<file path="src/rtl/rom_reader_pkg.sv">
// Shared types and widths for the program-ROM burst reader.
package rom_reader_pkg;

    localparam int unsigned ROM_ADDR_W = 14;
    localparam int unsigned ROM_DATA_W = 8;
    localparam int unsigned LEN_W      = 15;

    typedef enum logic [1:0] {
        StIdle,
        StAddr,
        StHold,
        StDone
    } state_e;

endpackage

</file>
<file path="src/rtl/rom_burst_reader.sv">
// Burst reader for a 16Kx8 registered-output ROM: one access per byte, valid/ready
// hand-off and a running 8-bit checksum of the bytes accepted by the consumer.
module rom_burst_reader
    import rom_reader_pkg::*;
#(
    parameter int unsigned WAIT_CYCLES = 1
) (
    input  logic                  phi0,
    input  logic                  reset,
    input  logic                  start,
    input  logic [ROM_ADDR_W-1:0] start_addr,
    input  logic [LEN_W-1:0]      length,
    input  logic                  abort,
    output logic                  busy,
    output logic                  done,
    output logic [ROM_ADDR_W-1:0] A,
    output logic                  CS_b,
    output logic                  OE_b,
    input  logic [ROM_DATA_W-1:0] Din,
    output logic [ROM_DATA_W-1:0] byte_data,
    output logic                  byte_valid,
    input  logic                  byte_ready,
    output logic [ROM_DATA_W-1:0] checksum
);

    localparam int unsigned WaitW = $clog2(WAIT_CYCLES + 1);
    localparam logic [WaitW-1:0] WaitLast = WaitW'(WAIT_CYCLES);

    state_e                state_q, state_d;
    logic [WaitW-1:0]      wait_q, wait_d;
    logic [ROM_ADDR_W-1:0] addr_q, addr_d;
    logic [ROM_ADDR_W-1:0] a_q, a_d;
    logic [LEN_W-1:0]      rem_q, rem_d;
    logic [ROM_DATA_W-1:0] csum_q, csum_d;
    logic [ROM_DATA_W-1:0] data_q, data_d;
    logic                  valid_q, valid_d;
    logic                  rom_en_b_q, rom_en_b_d;
    logic                  busy_q, busy_d;
    logic                  done_q, done_d;

    always_comb begin
        state_d    = state_q;
        wait_d     = wait_q;
        addr_d     = addr_q;
        a_d        = a_q;
        rem_d      = rem_q;
        csum_d     = csum_q;
        data_d     = data_q;
        valid_d    = valid_q;
        rom_en_b_d = rom_en_b_q;
        done_d     = 1'b0;

        unique case (state_q)
            StIdle: begin
                if (start) begin
                    csum_d = '0;
                    if (length != '0) begin
                        addr_d     = start_addr;
                        a_d        = start_addr;
                        rem_d      = length;
                        wait_d     = '0;
                        rom_en_b_d = 1'b0;
                        state_d    = StAddr;
                    end else begin
                        done_d  = 1'b1;
                        state_d = StDone;
                    end
                end
            end
            StAddr: begin
                if (abort) begin
                    rom_en_b_d = 1'b1;
                    state_d    = StIdle;
                end else if (wait_q == WaitLast) begin
                    data_d     = Din;
                    valid_d    = 1'b1;
                    addr_d     = addr_q + ROM_ADDR_W'(1);
                    rom_en_b_d = 1'b1;
                    state_d    = StHold;
                end else begin
                    wait_d = wait_q + WaitW'(1);
                end
            end
            StHold: begin
                // Abort beats a same-edge handshake: the pending byte is dropped uncounted.
                if (abort) begin
                    valid_d = 1'b0;
                    state_d = StIdle;
                end else if (byte_ready) begin
                    valid_d = 1'b0;
                    csum_d  = csum_q + data_q;
                    rem_d   = rem_q - LEN_W'(1);
                    if (rem_q == LEN_W'(1)) begin
                        done_d  = 1'b1;
                        state_d = StDone;
                    end else begin
                        a_d        = addr_q;
                        wait_d     = '0;
                        rom_en_b_d = 1'b0;
                        state_d    = StAddr;
                    end
                end
            end
            StDone: begin
                state_d = StIdle;
            end
            default: begin
                state_d    = StIdle;
                valid_d    = 1'b0;
                rom_en_b_d = 1'b1;
            end
        endcase

        busy_d = (state_d == StAddr) || (state_d == StHold);
    end

    always_ff @(posedge phi0 or posedge reset) begin
        if (reset) begin
            state_q    <= StIdle;
            wait_q     <= '0;
            addr_q     <= '0;
            a_q        <= '0;
            rem_q      <= '0;
            csum_q     <= '0;
            data_q     <= '0;
            valid_q    <= 1'b0;
            rom_en_b_q <= 1'b1;
            busy_q     <= 1'b0;
            done_q     <= 1'b0;
        end else begin
            state_q    <= state_d;
            wait_q     <= wait_d;
            addr_q     <= addr_d;
            a_q        <= a_d;
            rem_q      <= rem_d;
            csum_q     <= csum_d;
            data_q     <= data_d;
            valid_q    <= valid_d;
            rom_en_b_q <= rom_en_b_d;
            busy_q     <= busy_d;
            done_q     <= done_d;
        end
    end

    assign A          = a_q;
    assign CS_b       = rom_en_b_q;
    assign OE_b       = rom_en_b_q;
    assign byte_data  = data_q;
    assign byte_valid = valid_q;
    assign checksum   = csum_q;
    assign busy       = busy_q;
    assign done       = done_q;

endmodule

</file>
<file path="config.mk">
export PLATFORM = sky130hd
export DESIGN_NAME = rom_burst_reader
export DESIGN_NICKNAME = d
export VERILOG_FILES = /design/src/rtl/rom_reader_pkg.sv /design/src/rtl/rom_burst_reader.sv
export SDC_FILE = /design/constraint.sdc
export NUM_CORES = 1
export LEC_CHECK = 0
export ABC_CLOCK_PERIOD_IN_PS = 3200
export BUFFER_PORTS_ARGS = -buffer_cell sky130_fd_sc_hd__buf_2
export CAP_MARGIN = 5
export CORE_MARGIN = 3
export CORE_UTILIZATION = 51
export CTS_CLUSTER_DIAMETER = 60
export DETAILED_ROUTE_END_ITERATION = 10
export HOLD_SLACK_MARGIN = 0.06
export MAX_ROUTING_LAYER = met4
export PLACE_DENSITY_LB_ADDON = 0.12
export SLEW_MARGIN = 0
export SYNTH_ARGS = -nofsm -noshare
export SYNTH_HDL_FRONTEND = slang
export SYNTH_SLANG_ARGS = --single-unit
</file>
<file path="constraint.sdc">
create_clock -name phi0 -period 3.2 [get_ports phi0]
set_clock_uncertainty 0.05 [all_clocks]
set_input_delay 0.64 -clock phi0 [delete_from_list [all_inputs] [get_ports phi0]]
set_output_delay 0.64 -clock phi0 [all_outputs]
set_load 0.01 [all_outputs]
</file>
==> results.toml <==
[clocking]
clkLatencyLatePin_ns = 0.34
ctsResizeCount = 0
post_cts.repair.setup_buffers = 0
h-tree-depth = 3
cts.sinks = 66
cts_tree = "yes"
cts_buffers = 9
cts.path.max_buffers = 2
path_clk_slew_ns = 0.08
clock-root-buffer = "clkbuf_8"
postCtsHoldBufs = 0

[pwr]
internal_power_uw = 2360
ir_drop_mv = 0.415
power.total_uw = 4060
p_leak_uw = 0.00192
power.switching_uw = 1710
p_per_area_nw_per_um2 = 925
swShare = 0.420
p_seq_frac = 0.396
pwr-share-clk = 0.172
power_frac_comb = 0.432

[timing]
tightest_slew_ns = 0.841
relSlewSlack = 0.439
hold_viol_final = 0
grt_setup_unrepaired = "false"
drv_slew = 0
hold_ws_ns = 0.414
fin_crit_ns = 2.39
tns_ns = 0
fmax_mhz = 418
post-route-period-util = 0.748
setup_viol = 0

[routing]
dr.pass1.iters = 4
m1WireLength_um = 4420
routed_wl_um = 9780
route.detailed.drc = 0
met2_length_um = 4600
highest_layer = "met4"
route.met3.wl_um = 625
antenna_left = 0
vias = 3464
first_iter_violations = 173
routedWlPerCell_um = 17.2
vias_per_cell = 6.09

[critical_path]
critPathCaptureType = "flop"
cp_max_fo = 20
path_class = "flop to flop"
required_ns = 3.40
reg2regPathDepth = 6
cp_slowest_stage_delay_ns = 0.67
crit_path_end = "rem_q[3]"
worstPathArrival_ns = 2.60
critPathLaunchType = "flop"
reg2reg_to = "rem_q[3]"
crit_buf_inv = 1
crit_start = "state_q[1]"
timing.rr.start = "state_q[1]"
path_cells = "nand3b_1 > a21o_1 > a21oi_2 > buf_4 > o21ai_0 > a22oi_1"
regToRegSetupSlack_ns = 0.81
critical_path.top_delay_family = "compound AO/OA/AOI/OAI gates"
critPathSlowestCell = "dfrtp_1"
path_depth = 6

[synthesis]
yosys.area.top_type = "dfrtp_1"
netlist_area_um2 = 3810
synthesis.nets = 450
synth_ff_type = "dfrtp_1"
synth_cell_types = 64
async_flop_share = 1.00
avgSynthCellArea_um2 = 9.60
synth_warnings = 0
synth_edf_count = 0
syn_inst = 397
ys_ff_latch = 66
ys_top_cells_by_area = "dfrtp_1 43%, a2bb2oi_1 4.8%, a21oi_1 4.2%"
synth_seq_area_share = 0.434
synth_top_area_frac = 0.427

[placed_design]
routabilityCongestion = 0.892
io_buffers = 76
post-dp-hpwl_um = 6850

[final_layout]
area_delta_synth_final_pct = 15.3
regArea_um2 = 1650
layout_common_cells = "76 x buf_2, 65 x dfrtp_1, 35 x nand2_1"
multi_input_area_um2 = 1950
nNetsFinal = 520
fill_cells = 638
final_common_cell = "buf_2"
drive_gt1_frac = 0.269

[global_routing]
grt_usage = 0.243
overflow = 0
grt_pass1_wl_um = 16400
grt_pass1_vias = 3401
antenna_found_initial = 1
grt_max_degree = 39

[floorplanning]
dieArea_um2 = 8550
rows = 30
die_w_um = 92.4
io_pins = 77
start_util = 0.543
fp.dieH_um = 92.4
core_area_um2 = 7020

[hold_path]
hold_path.class = "primary input to async pin"

[flow_run]
cap_violations = 0

[outcome]
outcome = "finished, final reports clean"
worst register-to-register path, stage by stage (launching register included):
cell and delay, ns:
dfrtp_1 0.67, nand3b_1 0.13, a21o_1 0.35, a21oi_2 0.47, buf_4 0.35, o21ai_0 0.13, a22oi_1 0.17
power by group through the flow:
stage / logic, uW / registers [uW] / clock network [uW]
2_1_floorplan: 1310 / 1580 / 0
3_5_place_dp: 1750 / 1610 / 0
5_1_grt: 1970 / 1670 / 746
4_1_cts: 1760 / 1600 / 706
3_3_place_gp: 1700 / 1600 / 0
6_report: 1760 / 1610 / 699
kinds of logic after synthesis:
logic type,Yosys count,share of synthesized area
adders and majority gates,11,0.0381
AOI/OAI and AO/OA,144,0.259
buffers and inverters,33,0.0542
muxes,11,0.0315
xor gates and xnor gates,4,0.00919
and+or+nand+nor,128,0.175
DFF,66,0.434
flip-flops by register name, summed over array words and instances (netlist names):
| name | flops |
|---|---|
| CS_b | 1 |
| checksum | 8 |
| rem_q | 15 |
| byte_data | 8 |
| done | 1 |
| A | 14 |
| state_q | 2 |
| addr_q | 14 |
| busy | 1 |
| byte_valid | 1 |
| wait_q | 1 |
layer usage:
layer | up-vias | track usage
li1 | 1626 | -
met1 | 1683 | 0.326
met2 | 137 | 0.382
met3 | 18 | 0.0390
met4 | 0 | 0.0730
met5 | - | -
per-stage QoR:
stage,utilization,instances,worst slack [ns],area (um^2)
2_1_floorplan,-,397,0.857,3810
3_3_place_gp,0.598,552,0.754,4200
3_5_place_dp,0.598,552,0.677,4200
4_1_cts,0.626,568,0.827,4390
5_1_grt,0.626,569,0.630,4390
6_report,0.626,569,0.806,4390
worst min path at each step:
stage | startpoint | end | slack, ns | cells past startpoint
after CTS | reset | checksum[7] | 0.43 | 2
after global routing | reset | addr_q[12] | 0.48 | 2
after global placement | checksum[2] | checksum[2] | 0.44 | 2
final | reset | checksum[7] | 0.41 | 2
after floorplan | wait_q | state_q[0] | 0.42 | 1
after detailed placement | checksum[6] | checksum[6] | 0.46 | 2
area by class of cell:
cell class,instances,area share
clock inverters,7,0.0159
diodes,1,0.000569
repair buffers,84,0.100
multi-input cells,298,0.445
flip-flops and latches,66,0.376
clock buffers,9,0.0282
inverters,8,0.00683
well taps,96,0.0273
synth_stat cells (2+ instances only):
cell       count
dfrtp_1       65
nand2_1       35
nor2_1        35
a21oi_1       32
o21ai_0       31
a2bb2oi_1     21
o22ai_1       18
ha_1          10
nand3_1       10
clkbuf_1       9
inv_1          8
mux2_2         8
nor3_1         7
nor4_1         7
o22a_1         7
a31oi_1        6
buf_6          5
nand4_1        5
buf_2          4
nand2b_1       4
nor3b_1        4
xnor2_1        4
a21o_1         3
a22o_1         3
and2_1         3
and3_1         3
clkbuf_8       3
mux2i_1        3
or4_1          3
a22oi_1        2
buf_4          2
clkbuf_2       2
nor3_2         2
o211ai_1       2
or4_4          2
(Power assumes the default switching activity.)
